File: src/rtl/comp_storage_arbiter_pkg.sv
// Shared types for the computation-storage command path.
package CompPkg;

  localparam int unsigned addrSize = 8;
  localparam int unsigned dataSize = 8;

  // Storage command encoding; RD of address 0 doubles as the idle bus value.
  typedef enum logic [1:0] {
    RD_MEM_CMD = 2'd0,
    WR_MEM_CMD = 2'd1,
    ADD_CMD    = 2'd2,
    SUB_CMD    = 2'd3
  } op_t;

  typedef enum logic [2:0] {
    StIdle,
    StGrant,
    StExec,
    StRdWait,
    StResp
  } arb_state_t;

  typedef struct packed {
    op_t                 op;
    logic [addrSize-1:0] addA;
    logic [addrSize-1:0] addB;
    logic [addrSize-1:0] addC;
    logic [dataSize-1:0] wdata;
  } cmd_t;

endpackage

File: src/rtl/comp_storage_arbiter_rr_picker.sv
// Combinational round-robin picker: first request at or above rr_ptr, with wrap.
module rr_picker #(
  parameter int unsigned NUM_REQ = 4,
  parameter int unsigned ID_W    = $clog2(NUM_REQ)
) (
  input  logic [NUM_REQ-1:0] req,
  input  logic [ID_W-1:0]    rr_ptr,
  output logic [NUM_REQ-1:0] grant,
  output logic [ID_W-1:0]    winner,
  output logic               any
);

  int unsigned idx;

  // Scan NUM_REQ slots starting at rr_ptr; the first hit wins.
  always_comb begin
    grant  = '0;
    winner = '0;
    any    = 1'b0;
    idx    = 0;
    for (int unsigned k = 0; k < NUM_REQ; k++) begin
      idx = (32'(rr_ptr) + k) % NUM_REQ;
      if (!any && req[idx]) begin
        any        = 1'b1;
        grant[idx] = 1'b1;
        winner     = ID_W'(idx);
      end
    end
  end

endmodule

File: src/rtl/comp_storage_arbiter.sv
// Round-robin arbiter serialising requester commands onto one storage bus.
module comp_storage_arbiter
  import CompPkg::*;
#(
  parameter int unsigned NUM_REQ  = 4,
  parameter int unsigned ID_W     = $clog2(NUM_REQ),
  parameter int unsigned addrSize = CompPkg::addrSize,
  parameter int unsigned dataSize = CompPkg::dataSize
) (
  input  logic                         CLK,
  input  logic                         RESET,
  input  logic [NUM_REQ-1:0]           req_valid,
  output logic [NUM_REQ-1:0]           req_ready,
  input  logic [NUM_REQ*2-1:0]         req_op,
  input  logic [NUM_REQ*addrSize-1:0]  req_addA,
  input  logic [NUM_REQ*addrSize-1:0]  req_addB,
  input  logic [NUM_REQ*addrSize-1:0]  req_addC,
  input  logic [NUM_REQ*dataSize-1:0]  req_wdata,
  output logic                         rsp_valid,
  output logic [ID_W-1:0]              rsp_id,
  output logic [dataSize-1:0]          rsp_data,
  output op_t                          mem_op,
  output logic [addrSize-1:0]          mem_addA,
  output logic [addrSize-1:0]          mem_addB,
  output logic [addrSize-1:0]          mem_addC,
  output logic [dataSize-1:0]          mem_dq_out,
  output logic                         mem_dq_oe,
  input  logic [dataSize-1:0]          mem_dq_in,
  output logic                         busy
);

  arb_state_t           state_q, state_d;
  logic [ID_W-1:0]      rr_ptr_q, rr_ptr_d;
  logic [ID_W-1:0]      win_q, win_d;
  cmd_t                 cmd_q, cmd_d;
  logic [NUM_REQ-1:0]   ready_q, ready_d;
  logic                 rsp_valid_q, rsp_valid_d;
  logic [ID_W-1:0]      rsp_id_q, rsp_id_d;
  logic [dataSize-1:0]  rsp_data_q, rsp_data_d;
  op_t                  mem_op_q, mem_op_d;
  logic [addrSize-1:0]  add_a_q, add_a_d, add_b_q, add_b_d, add_c_q, add_c_d;
  logic [dataSize-1:0]  dq_out_q, dq_out_d;
  logic                 dq_oe_q, dq_oe_d;
  logic                 busy_q, busy_d;

  logic [NUM_REQ-1:0]   pick_grant;
  logic [ID_W-1:0]      pick_win;
  logic                 pick_any;

  rr_picker #(
    .NUM_REQ (NUM_REQ),
    .ID_W    (ID_W)
  ) u_picker (
    .req    (req_valid),
    .rr_ptr (rr_ptr_q),
    .grant  (pick_grant),
    .winner (pick_win),
    .any    (pick_any)
  );

  // Next-state and registered-output computation; the bus defaults to idle (RD of 0).
  always_comb begin
    state_d     = state_q;
    rr_ptr_d    = rr_ptr_q;
    win_d       = win_q;
    cmd_d       = cmd_q;
    ready_d     = '0;
    rsp_valid_d = 1'b0;
    rsp_id_d    = rsp_id_q;
    rsp_data_d  = rsp_data_q;
    mem_op_d    = RD_MEM_CMD;
    add_a_d     = '0;
    add_b_d     = '0;
    add_c_d     = '0;
    dq_out_d    = '0;
    dq_oe_d     = 1'b0;
    case (state_q)
      StIdle: begin
        if (pick_any) begin
          cmd_d.op    = op_t'(req_op[32'(pick_win) * 2 +: 2]);
          cmd_d.addA  = req_addA[32'(pick_win) * addrSize +: addrSize];
          cmd_d.addB  = req_addB[32'(pick_win) * addrSize +: addrSize];
          cmd_d.addC  = req_addC[32'(pick_win) * addrSize +: addrSize];
          cmd_d.wdata = req_wdata[32'(pick_win) * dataSize +: dataSize];
          ready_d     = pick_grant;
          win_d       = pick_win;
          rr_ptr_d    = (32'(pick_win) == NUM_REQ - 1) ? '0 : pick_win + ID_W'(1);
          state_d     = StGrant;
        end
      end
      StGrant: begin
        mem_op_d = cmd_q.op;
        add_a_d  = cmd_q.addA;
        add_b_d  = cmd_q.addB;
        add_c_d  = cmd_q.addC;
        if (cmd_q.op == WR_MEM_CMD) begin
          dq_out_d = cmd_q.wdata;
          dq_oe_d  = 1'b1;
        end
        state_d = StExec;
      end
      // Storage samples the command at the end of this cycle.
      StExec: state_d = (cmd_q.op == RD_MEM_CMD) ? StRdWait : StIdle;
      StRdWait: begin
        rsp_data_d  = mem_dq_in;
        rsp_id_d    = win_q;
        rsp_valid_d = 1'b1;
        state_d     = StResp;
      end
      StResp:  state_d = StIdle;
      default: state_d = StIdle;
    endcase
    busy_d = (state_d != StIdle);
  end

  // State and output registers; reset forces the idle bus immediately.
  always_ff @(posedge CLK or posedge RESET) begin
    if (RESET) begin
      state_q     <= StIdle;
      rr_ptr_q    <= '0;
      win_q       <= '0;
      cmd_q       <= '0;
      ready_q     <= '0;
      rsp_valid_q <= 1'b0;
      rsp_id_q    <= '0;
      rsp_data_q  <= '0;
      mem_op_q    <= RD_MEM_CMD;
      add_a_q     <= '0;
      add_b_q     <= '0;
      add_c_q     <= '0;
      dq_out_q    <= '0;
      dq_oe_q     <= 1'b0;
      busy_q      <= 1'b0;
    end else begin
      state_q     <= state_d;
      rr_ptr_q    <= rr_ptr_d;
      win_q       <= win_d;
      cmd_q       <= cmd_d;
      ready_q     <= ready_d;
      rsp_valid_q <= rsp_valid_d;
      rsp_id_q    <= rsp_id_d;
      rsp_data_q  <= rsp_data_d;
      mem_op_q    <= mem_op_d;
      add_a_q     <= add_a_d;
      add_b_q     <= add_b_d;
      add_c_q     <= add_c_d;
      dq_out_q    <= dq_out_d;
      dq_oe_q     <= dq_oe_d;
      busy_q      <= busy_d;
    end
  end

  assign req_ready  = ready_q;
  assign rsp_valid  = rsp_valid_q;
  assign rsp_id     = rsp_id_q;
  assign rsp_data   = rsp_data_q;
  assign mem_op     = mem_op_q;
  assign mem_addA   = add_a_q;
  assign mem_addB   = add_b_q;
  assign mem_addC   = add_c_q;
  assign mem_dq_out = dq_out_q;
  assign mem_dq_oe  = dq_oe_q;
  assign busy       = busy_q;

endmodule
File: config.mk
export PLATFORM = sky130hd
export DESIGN_NAME = comp_storage_arbiter
export DESIGN_NICKNAME = d
export VERILOG_FILES = /design/src/rtl/comp_storage_arbiter_pkg.sv /design/src/rtl/comp_storage_arbiter_rr_picker.sv /design/src/rtl/comp_storage_arbiter.sv
export SDC_FILE = /design/constraint.sdc
export NUM_CORES = 1
export LEC_CHECK = 0
export CAP_MARGIN = 0
export CORE_UTILIZATION = 45
export DETAILED_ROUTE_END_ITERATION = 12
export GPL_TIMING_DRIVEN = 0
export HOLD_SLACK_MARGIN = 0.02
export PLACE_DENSITY_LB_ADDON = 0.1
export SYNTH_ARGS = -nofsm -noshare
export SYNTH_HDL_FRONTEND = slang
export SYNTH_SLANG_ARGS = --single-unit
export TNS_END_PERCENT = 1
File: constraint.sdc
create_clock -name CLK -period 3.75 [get_ports CLK]
set_clock_uncertainty 0.05 [all_clocks]
set_input_delay 0.9375 -clock CLK [delete_from_list [all_inputs] [get_ports CLK]]
set_output_delay 0.9375 -clock CLK [all_outputs]
set_load 0.02 [all_outputs]
Word level (Yosys, flattened, before mapping)
Cells that the tools add are included.
W data, S select, Z words.
{ "totals": {"in_bits": 150, "register_bits": 92, "wordCells": 101, "output_inout_bits": 51} }
{ "op_classes": {"shifts": 5, "order_cmp": 8, "muxes": 43, "eq_ne": 5, "bitwise_logic": 3, "n_addsub": 4, "n_reduce_logical": 14} }
{ "ops": {"columns": ["operator", "n"], "rows": [
  ["$shiftx A32 B6 Y8", 4],
  ["$mux W8", 5],
  ["$mux W4", 6],
  ["$mux W1", 15],
  ["$mux W2", 7],
  ["$lt A2 B3 Y1 const B", 4],
  ["$or A4 B4 Y4", 3],
  ["$pmux W3 S4", 1],
  ["$bmux W1 S2", 4],
  ["$demux W1 S2", 4],
  ["$ge A2 B1 Y1 const B", 4],
  ["$shiftx A8 B4 Y2", 1],
  ["$logic_and A1 B1 Y1", 7],
  ["$eq A3 B2 Y1 const B", 2],
  ["$add A2 B1 Y2 const B", 2],
  ["$add A2 B2 Y2 const B", 2],
  ["$eq A3 B1 Y1 const B", 1],
  ["$logic_not A1 Y1", 3],
  ["$logic_not A3 Y1", 1],
  ["$mux W3", 1],
  ["$reduce_bool A3 Y1", 1],
  ["$eq A2 B1 Y1 const B", 1],
  ["$eq A2 B2 Y1 const B", 1],
  ["$logic_not A2 Y1", 1],
  ["$reduce_and A2 Y1", 1]
]} }

Logic depth before layout (Yosys ltp)
Gate-level depths: netlist (run 1).
{ "depth": {"word_depth": 15, "mapped_depth": 14, "ltp_nobuf": 8} }

Hierarchy
From an unflattened synthesis (run 1), not the netlist that was laid out.
{ "hier_totals": {"cells_unflattened": 370, "hier_area_um2": 4491.8} }
{ "modules_own_cells": {"columns": ["mod", "seq_area_each_um2", "area_each_um2", "cells_each", "instances"], "rows": [
  ["comp_storage_arbiter", 2302.2, 4072.7, 325, 1],
  ["rr_picker", 0.0, 419.2, 45, 1]
]} }

Worst setup path before layout (run 1)
No wires, ideal clock.
{ "synth_path": {"path_type": "reg-to-reg", "from": "register rr_ptr_q[0]", "to": "register cmd_q[15] (netlist name)", "synth_period_minus_slack_ns": 3.393, "arrival_time_ns": 3.239, "path_slack_ns": 0.357, "path_stages_with_launch": 14, "required_time_ns": 3.596, "path_buffers": 6, "setup_ns": 0.104, "path_cell_list": "dfrtp_1 > buf_2 > buf_2 > inv_2 > clkbuf_1 > ha_1 > clkbuf_1 > mux4_2 > nand2b_1 > a311o_1 > buf_6 > buf_6 > mux2i_1 > a221oi_1"} }
{ "synth_between": {"elab_chain_cells": 13, "word_cells_on_any_way": 27, "classes_between": "3 x add/sub; 1 x shift; 16 x mux; 7 x reduce/logical"} }
{ "synth_rtl": {"columns": ["item", "line_no", "source"], "rows": [
  ["start: declaration", "comp_storage_arbiter.sv:33", "logic [ID_W-1:0] rr_ptr_q, rr_ptr_d;"],
  ["start signal: assignment", "comp_storage_arbiter.sv:136", "rr_ptr_q <= rr_ptr_d;"],
  ["parallel branches: the longest is 13 deep, another holds $add A2 B1 Y2", null, null],
  ["end signal: assignment", "comp_storage_arbiter.sv:138", "cmd_q <= cmd_d;"],
  ["end: declaration", "comp_storage_arbiter.sv:35", "cmd_t cmd_q, cmd_d;"]
]} }
Several ways; the timed one is not identified. The select of a mux whose other input is x is not followed.
A chain may end at the register's enable or synchronous reset.

Worst setup path in the final report (run 1)
{ "layout_path": {"from": "register rr_ptr_q[0]", "to": "register cmd_q[10] (netlist name)"} }
The elaborated chain is that of the path after synthesis.

==> flow_metrics.env, run 1 <==
export IMPL_finalHoldViolCount=0
export IMPL_diodes=0
export IMPL_n_fill_cell=907
export IMPL_routedWlPerCell_um=18.13
export IMPL_synth_top_area_frac=0.4321
export IMPL_boundaryPins=201
export IMPL_ant_nets=0
export IMPL_period_minus_slack_ns=3.570
export IMPL_fin_util=0.6827
export IMPL_initial_core_util=0.4646
export IMPL_cts_buffers=9
export IMPL_htreeDepth=3
export IMPL_path_cells="buf_2 > clkbuf_4 > inv_2 > buf_2 > ha_4 > mux4_2 > nand2b_1 > a311o_1 > buf_6 > buf_6 > mux2i_1 > a221oi_1"
export IMPL_fmax_ghz=0.2801
export IMPL_grt_pass1_vias=5272
export IMPL_ys_types=39
export IMPL_yosysMostFrequentCell="dfrtp_1"
export IMPL_die_x_um=110.8
export IMPL_arrival_ns=3.74
export IMPL_combPwrFrac=0.635
export IMPL_routed_wl_mm=16.39
export IMPL_die_area_mm2=0.01228
export IMPL_gp_congestion=0.9190
export IMPL_yosysWarnings=0
export IMPL_hold_path_class="register to register"
export IMPL_end_kind="register"
export IMPL_switching_share=0.4338
export IMPL_postCtsSetupRepairBufs=0
export IMPL_cp_depth=12
export IMPL_crit_family="buffers and inverters"
export IMPL_port_buffers=199
export IMPL_floorplan_rows=39
export IMPL_status="finished, final reports clean"
export IMPL_worst_slew_pin_slew_ns=0.7616
export IMPL_dpl_cell_area_mm2=0.007528
export IMPL_peakVddDrop_uv=450.0
export IMPL_num_vias=5279
export IMPL_cts_tree="yes"
export IMPL_rrSetupSlack_ns=0.18
export IMPL_relSlewSlack=0.4880
export IMPL_cts_reportedPaths_clkPinSlew_ns=0.06
export IMPL_yosys_area_top_type="dfrtp_1"
export IMPL_cts_sinks=92
export IMPL_reg2reg_to="cmd_q[10]"
export IMPL_cts_hold_buf=0
export IMPL_syn_inst=548
export IMPL_rsz0062_at_grt="no"
export IMPL_fin_nets=915
export IMPL_netlist_area_mm2=0.005328
export IMPL_power_switching_mw=2.957
export IMPL_cts_root_buffer="clkbuf_16"
export IMPL_synth_edf_count=0
export IMPL_grt_remaining_overflow=0
export IMPL_cp_start_kind="register"
export IMPL_grt_pass1_wl_mm=26.57
export IMPL_drtIter0Drc=499
export IMPL_synth_fp_nets=706
export IMPL_critical_path_class="register to register"
export IMPL_synth_yosys_seq_area_share=0.4321
export IMPL_syn2layout_area_growth_pct=46.95
export IMPL_power_frac_seq=0.244
export IMPL_crit_required_ns=3.92
export IMPL_syn_area_per_cell_um2=9.722
export IMPL_crit_fanout=13
export IMPL_power_mw=6.818
export IMPL_pwr_density_cell_mw_per_mm2=870.9
export IMPL_p_int_mw=3.861
export IMPL_place_hpwl_mm=12.46
export IMPL_max_stage_delay_ns=0.44
export IMPL_endpoint="cmd_q[10]"
export IMPL_critPathLaunch="rr_ptr_q[0]"
export IMPL_grt_max_degree=53
export IMPL_core_area_mm2=0.01147
export IMPL_drc=0
export IMPL_grt_use_total=0.2705
export IMPL_drive_above_1_share=0.07490
export IMPL_via_per_inst=5.840
export IMPL_antenna_found_initial=0
export IMPL_path_buf_inv=6
export IMPL_multi_input_area_mm2=0.002784
export IMPL_fin_crit_sh=0.9519
export IMPL_clkPwrFrac=0.121
export IMPL_r2r_start="rr_ptr_q[0]"
export IMPL_setup_viol=0
export IMPL_seq_area_mm2=0.002302
export IMPL_power_leakage_nw=3.250
export IMPL_clock_latency_ns=0.34
export IMPL_die_height_um=110.8
export IMPL_ys_ff_latch=92
export IMPL_synth_commonest_cells="dfrtp_1 (92), nor2_1 (50), nor3_1 (50)"
export IMPL_finalMaxSlewViolations=0
export IMPL_cts_buffer_depth=2
export IMPL_design_area_mm2=0.007829
export IMPL_cp_slowest_cell="dfrtp_1"
export IMPL_drv_cap=0
export IMPL_reg2regPathDepth=12
export IMPL_synth_area_leaders="dfrtp_1 (43%), mux2i_1 (7.9%), nor3_1 (4.7%), and2_1 (4.2%), a221oi_1 (3.8%)"
export IMPL_synth_ff_type="dfrtp_1"
export IMPL_async_reset_ff_frac=1.000
export IMPL_drt_pass1_iter_count=5
[power by group through the flow]
stage	clock, mW	sequential [mW]	combinational (mW)
finish	0.824	1.66	4.33
global route	0.886	1.71	4.67
CTS	0.840	1.66	4.32
detailed placement	0	1.68	4.26
global placement	0	1.65	4.13
floorplan	0	1.90	2.62
[worst min-delay path by stage]
stage,start,end,cells after the start
global route,cmd_q[12],mem_addC[4],1
global placement,win_q[1],win_q[1],1
finish,cmd_q[30],mem_addA[6],1
detailed placement,cmd_q[20],mem_addB[4],1
CTS,cmd_q[20],mem_addB[4],1
floorplan,win_q[0],win_q[0],1
[final cells by class]
class / count / area share
Multi-Input combinational cell: 399 / 0.3556
Sequential cell: 92 / 0.2941
Timing Repair Buffer: 200 / 0.2580
Clock buffer: 13 / 0.03324
Buffer: 49 / 0.03180
Tap cell: 143 / 0.02285
Inverter: 6 / 0.003196
Clock inverter: 2 / 0.001279
[through the flow]
step | hold WS (ns) | setup TNS [ns] | cells | setup WS (ns)
final | 0.4259 | 0 | 904 | 0.1803
after global routing | 0.4475 | 0 | 904 | 0.04255
after CTS | 0.4266 | 0 | 905 | 0.05353
after detailed placement | 0.4127 | -13.02 | 891 | -0.5011
after global placement | 0.4064 | -92.86 | 890 | -0.9436
after floorplan | 0.3938 | 0 | 548 | 0.3568
[layer usage]
layer,up-vias,share of wire,GRT usage
li1,2450,-,-
met1,2483,0.42,0.3453
met2,313,0.48,0.4501
met3,33,0.077,0.05686
met4,0,0.026,0.1031
met5,-,0,0
[sequential cells by signal, indices dropped and copies added (netlist names)]
name	count
rsp_data	8
rr_ptr_q	2
mem_op	2
busy	1
mem_addC	8
rsp_id	2
rsp_valid	1
mem_dq_out	8
req_ready	4
mem_dq_oe	1
win_q	2
mem_addB	8
mem_addA	8
state_q	3
cmd_q	34
[timing repair]
action	CTS	global route
resized for setup	5	5
cloned	0	0
setup endpoints to repair	42	31
[kinds of logic after synthesis]
logic type,after synthesis,synth area share
buf+inv,57,0.05143
compound gates,133,0.1996
xor+xnor,1,0.001644
simple gates,200,0.1794
flops,92,0.4321
fa+ha+maj,8,0.01879
mux,57,0.1170
[placed cells by master (no fill, tap or decap), drive strengths merged, types with 19 or more instances in the layout]
master,count
and2,36
nor2,52
clkdlybuf4s50,199
nand2,36
mux2i,42
a221oi,23
nor3,50
buf,19
clkbuf,44
dfrtp,92
(Power assumes the default switching activity.)
==> run 2, diff against run 1 <==
RECOVER_POWER = 25   (was default)
==> run 2 against run 1 <==
  * The run now ends with max-capacitance violations, max-slew violations left
  * Critical path type unchanged
  * Clock power barely moved
  * Combinational power barely moved
  * Largest power group unchanged
  * Hold slack barely moved
  * Final area barely moved
  * Critical path depth did not move
  * Via count did not move
  * Die area did not move
==> flow_metrics.env, run 2 (same netlist as run 1, synthesis figures left out) <==
export IMPL_end_kind="register"
export IMPL_setup_viol=0
export IMPL_cts_buffer_depth=2
export IMPL_final_common_cell="clkdlybuf4s50_1"
export IMPL_critical_path_class="register to register"
export IMPL_fin_ws_ns=0.1793
export IMPL_fin_crit_sh=0.9522
export IMPL_finalMaxSlewViolations=41
export IMPL_clock_latency_ns=0.34
export IMPL_crit_family="buffers and inverters"
export IMPL_power_leakage_nw=3.240
export IMPL_layout_common_cells="clkdlybuf4s50_1 (198), dfrtp_1 (92), nor3_1 (50), nor2_1 (49), mux2i_1 (42)"
export IMPL_num_vias=5279
export IMPL_power_frac_seq=0.244
export IMPL_pwr_density_cell_mw_per_mm2=870.6
export IMPL_syn2layout_area_growth_pct=46.92
export IMPL_die_area_mm2=0.01228
export IMPL_clkPwrFrac=0.121
export IMPL_grt_remaining_overflow=0
export IMPL_cts_hold_buf=0
export IMPL_path_cells="buf_2 > clkbuf_4 > inv_2 > buf_2 > ha_4 > mux4_2 > nand2b_1 > a311o_1 > buf_6 > buf_6 > mux2i_1 > a221oi_1"
export IMPL_cp_slowest_cell="dfrtp_1"
export IMPL_drc=0
export IMPL_finalHoldViolCount=0
export IMPL_final_setup_tns_ns=0
export IMPL_switching_share=0.4338
export IMPL_drt_pass1_iter_count=5
export IMPL_status="complete, but fails checks"
export IMPL_routedWlPerCell_um=18.17
export IMPL_fin_nets=915
export IMPL_cts_reportedPaths_clkPinSlew_ns=0.06
export IMPL_endpoint="cmd_q[10]"
export IMPL_core_area_mm2=0.01147
export IMPL_via_per_inst=5.840
export IMPL_drtIter0Drc=490
export IMPL_boundaryPins=201
export IMPL_antenna_found_initial=0
export IMPL_gp_congestion=0.9190
export IMPL_dp_cells=891
export IMPL_hold_path_class="register to register"
export IMPL_r2r_start="rr_ptr_q[0]"
export IMPL_multi_input_area_mm2=0.002784
export IMPL_die_x_um=110.8
export IMPL_floorplan_rows=39
export IMPL_ant_nets=0
export IMPL_diodes=0
export IMPL_postCtsSetupRepairBufs=0
export IMPL_grt_pass1_wl_mm=26.57
export IMPL_cts_tree="yes"
export IMPL_drive_above_1_share=0.07490
export IMPL_crit_required_ns=3.92
export IMPL_rrSetupSlack_ns=0.18
export IMPL_port_buffers=199
export IMPL_cts_sinks=92
export IMPL_top_register="cmd_q"
export IMPL_routed_wl_mm=16.42
export IMPL_relSlewSlack=-0.2692
export IMPL_cts_buffers=9
export IMPL_max_stage_delay_ns=0.44
export IMPL_reg2reg_to="cmd_q[10]"
export IMPL_die_height_um=110.8
export IMPL_p_int_mw=3.858
export IMPL_grt_pass1_vias=5272
export IMPL_peakVddDrop_uv=446.1
export IMPL_critPathLaunch="rr_ptr_q[0]"
export IMPL_rsz0062_at_grt="no"
export IMPL_cp_start_kind="register"
export IMPL_period_minus_slack_ns=3.571
export IMPL_n_fill_cell=908
export IMPL_fmax_ghz=0.2801
export IMPL_hold_depth=1
export IMPL_htreeDepth=3
export IMPL_grt_use_total=0.2705
export IMPL_crit_fanout=13
export IMPL_reg2regPathDepth=12
export IMPL_power_switching_mw=2.956
export IMPL_largest_register_ffs=34
export IMPL_final_cells=904
export IMPL_drv_cap=1
export IMPL_place_hpwl_mm=12.46
export IMPL_cp_depth=12
export IMPL_arrival_ns=3.74
export IMPL_initial_core_util=0.4646
export IMPL_power_mw=6.814
export IMPL_dpl_worst_slack_ns=-0.5011
export IMPL_grt_max_degree=53
export IMPL_seq_area_mm2=0.002302
export IMPL_worst_slew_pin_slew_ns=1.893
export IMPL_violations="max-capacitance violations, max-slew violations"
export IMPL_path_buf_inv=6
export IMPL_combPwrFrac=0.635
export IMPL_cts_root_buffer="clkbuf_16"
run 2: cell count changes in the layout (fill, tap and decap cells not counted), sizes merged:
cell           previous run  this run
inv                       6         5
clkinvlp                  0         1
clkdlybuf4s50           199       198
dlygate4sd3               0         1
run 2: worst reg2reg max path, stage by stage (launching register included):
cell      delay, ns
dfrtp_1        0.44
buf_2          0.19
clkbuf_4       0.20
inv_2          0.17
buf_2          0.35
ha_4           0.30
mux4_2         0.38
nand2b_1       0.20
a311o_1        0.36
buf_6          0.15
buf_6          0.15
mux2i_1        0.17
a221oi_1       0.36
run 2: what timing repair did:
| action | CTS | global route |
|---|---|---|
| pin swaps | 0 | 0 |
| gates resized for setup | 5 | 5 |
| setup endpoints to repair | 42 | 31 |
run 2: worst min-delay path by stage:
stage / start / to / slack [ns]
detailed placement: cmd_q[20] / mem_addB[4] / 0.41
global route: cmd_q[12] / mem_addC[4] / 0.45
floorplan: win_q[0] / win_q[0] / 0.39
global placement: win_q[1] / win_q[1] / 0.41
CTS: cmd_q[20] / mem_addB[4] / 0.43
finish: cmd_q[30] / mem_addA[6] / 0.43
run 2: stage by stage:
| stage | hold slack, ns | utilization | cell area, um2 |
|---|---|---|---|
| after CTS | 0.4266 | 0.6822 | 7823 |
| after floorplan | 0.3938 | - | 5328 |
| after global placement | 0.4064 | 0.6539 | 7498 |
| after detailed placement | 0.4127 | 0.6565 | 7528 |
| final | 0.4260 | 0.6826 | 7828 |
| after global routing | 0.4475 | 0.6826 | 7828 |
run 2: power by group through the flow:
stage	clock, mW	combinational [mW]	sequential (mW)
finish	0.824	4.33	1.66
global route	0.886	4.67	1.71
CTS	0.840	4.32	1.66
detailed placement	0	4.26	1.68
global placement	0	4.13	1.65
floorplan	0	2.62	1.90
run 2: metal layers:
layer / vias up / GRT usage / share of wire
li1: 2450 / - / -
met4: 0 / 0.1031 / 0.025
met2: 294 / 0.4501 / 0.48
met1: 2505 / 0.3453 / 0.42
met5: - / 0 / 0
met3: 30 / 0.05686 / 0.077
run 2: area by class of cell:
cell class,instances,area share
multi-input cells,399,0.3557
flip-flops and latches,92,0.2941
repair buffers,200,0.2580
clock buffers,13,0.03325
plain buffers,49,0.03181
well taps,143,0.02286
inverters,6,0.003037
clock inverters,2,0.001279
==> run 3, diff against run 2 <==
CORE_MARGIN = 2   (was default)
==> run 3 against run 2 <==
  * The run now ends clean
  * Hold slack got worse by 0.0019 ns
  * Die area increased by 3.6%
  * Routed wire length decreased by 1.2%
  * Maximum frequency increased by 1.4%
  * Sequential power about the same
  * Setup slack improved by 0.051 ns
  * Power increased by 1.3%
  * Via count increased by 0.78%
  * Register-to-register slack improved by 0.05 ns
  * Largest power group unchanged
==> flow_metrics.env, run 3 (same netlist as run 1, synthesis figures left out) <==
export IMPL_cp_start_kind="register"
export IMPL_status="finished, final reports clean"
export IMPL_clkPwrFrac=0.133
export IMPL_grt_remaining_overflow=0
export IMPL_initial_core_util=0.4646
export IMPL_power_switching_mw=2.978
export IMPL_drive_above_1_share=0.08126
export IMPL_drt_pass1_iter_count=7
export IMPL_end_kind="register"
export IMPL_htreeDepth=3
export IMPL_die_x_um=112.8
export IMPL_worst_slew_pin_slew_ns=1.312
export IMPL_core_area_mm2=0.01147
export IMPL_finalHoldViolCount=0
export IMPL_hold_depth=1
export IMPL_clock_latency_ns=0.33
export IMPL_n_fill_cell=888
export IMPL_arrival_ns=3.69
export IMPL_cts_hold_buf=0
export IMPL_port_buffers=199
export IMPL_boundaryPins=201
export IMPL_peakVddDrop_uv=470.1
export IMPL_grt_use_total=0.2549
export IMPL_routed_wl_mm=16.22
export IMPL_place_hpwl_mm=12.40
export IMPL_rsz0062_at_grt="no"
export IMPL_crit_fanout=13
export IMPL_rrSetupSlack_ns=0.23
export IMPL_cts_buffers=9
export IMPL_die_area_mm2=0.01273
export IMPL_grt_max_degree=65
export IMPL_num_vias=5320
export IMPL_fin_crit_sh=0.9387
export IMPL_grt_pass1_wl_mm=26.13
export IMPL_cts_sinks=92
export IMPL_finalMaxSlewViolations=0
export IMPL_critical_path_class="register to register"
export IMPL_fin_nets=916
export IMPL_syn2layout_area_growth_pct=47.86
export IMPL_cts_buffer_depth=2
export IMPL_switching_share=0.4314
export IMPL_drtIter0Drc=439
export IMPL_reg2regPathDepth=12
export IMPL_drc=0
export IMPL_p_int_mw=3.926
export IMPL_via_per_inst=5.872
export IMPL_antenna_found_initial=0
export IMPL_design_area_mm2=0.007878
export IMPL_relSlewSlack=0.1208
export IMPL_cts_root_buffer="clkbuf_16"
export IMPL_setup_viol=0
export IMPL_routedWlPerCell_um=17.91
export IMPL_dpl_cell_area_mm2=0.007528
export IMPL_diodes=0
export IMPL_floorplan_rows=39
export IMPL_pwr_density_cell_mw_per_mm2=876.5
export IMPL_final_setup_tns_ns=0
export IMPL_drv_cap=0
export IMPL_fmax_ghz=0.2841
export IMPL_grt_pass1_vias=5190
export IMPL_power_frac_seq=0.241
export IMPL_largest_register_ffs=34
export IMPL_hold_path_class="register to register"
export IMPL_power_leakage_nw=3.253
export IMPL_die_height_um=112.8
export IMPL_final_common_cell="clkdlybuf4s50_1"
export IMPL_period_minus_slack_ns=3.520
export IMPL_crit_required_ns=3.92
export IMPL_ant_nets=0
export IMPL_postCtsSetupRepairBufs=0
export IMPL_layout_common_cells="clkdlybuf4s50_1 (198), dfrtp_1 (92), nor3_1 (50), nor2_1 (49), mux2i_1 (42)"
export IMPL_gp_congestion=0.9020
export IMPL_cts_reportedPaths_clkPinSlew_ns=0.07
export IMPL_top_register="cmd_q"
export IMPL_combPwrFrac=0.627
export IMPL_cts_tree="yes"
## run 3: path summary, 6_finish.rpt
kind	end	from
setup / recovery	cmd_q[25]	rr_ptr_q[0]
hold / removal	mem_addC[1]	cmd_q[9]
setup reg to reg	cmd_q[25]	rr_ptr_q[0]
hold reg to reg	mem_addC[1]	cmd_q[9]
max in group asynchronous	cmd_q[30]	RESET
min in group asynchronous	rsp_valid	RESET
## run 3: area by class of cell
class | count | area (um2) | area share
plain buffers | 50 | 254.0 | 0.03224
inverters | 6 | 23.77 | 0.003018
well taps | 143 | 178.9 | 0.02271
clock inverters | 6 | 70.07 | 0.008895
clock buffers | 10 | 239.0 | 0.03034
repair buffers | 200 | 2019 | 0.2564
flip-flops and latches | 92 | 2302 | 0.2922
multi-input cells | 399 | 2790 | 0.3542
## run 3: repair_timing
item | 4_1_cts | 5_1_grt
setup endpoints to repair | 42 | 30
resized for setup | 3 | 10
pin swaps | 0 | 0
## run 3: metal layers
metal  vias to the layer above  GRT usage  part of all wire
li1                       2466          -                 -
met1                      2523     0.3383              0.41
met2                       288     0.4184              0.47
met3                        43    0.04231             0.090
met4                         0     0.1024             0.030
met5                         -          0                 0
## run 3: worst max-delay path, cell delays in order, from the launching register on
cell,delay [ns]
dfrtp_1,0.45
buf_2,0.22
clkbuf_4,0.23
inv_2,0.10
buf_2,0.24
ha_4,0.37
mux4_2,0.40
nand2b_1,0.21
a311o_1,0.37
buf_6,0.15
buf_6,0.15
mux2i_1,0.14
a221oi_1,0.33
## run 3: power groups by stage
stage               registers [mW]  logic, mW  clock network, mW
detailed placement            1.68       4.25                  0
global route                  1.71       4.69              0.980
floorplan                     1.90       2.62                  0
finish                        1.66       4.33              0.917
global placement              1.65       4.12                  0
CTS                           1.66       4.29              0.932
## run 3: per-stage QoR
| step | utilization | hold slack, ns | power, mW | instances | setup slack [ns] |
|---|---|---|---|---|---|
| after global placement | 0.6539 | 0.4052 | 5.776 | 890 | -0.9216 |
| after floorplan | - | 0.3938 | 4.522 | 548 | 0.3568 |
| after CTS | 0.6843 | 0.4260 | 6.881 | 906 | 0.02568 |
| final | 0.6870 | 0.4241 | 6.904 | 906 | 0.2299 |
| after detailed placement | 0.6565 | 0.4121 | 5.927 | 891 | -0.3956 |
| after global routing | 0.6870 | 0.4415 | 7.377 | 906 | 0.01059 |
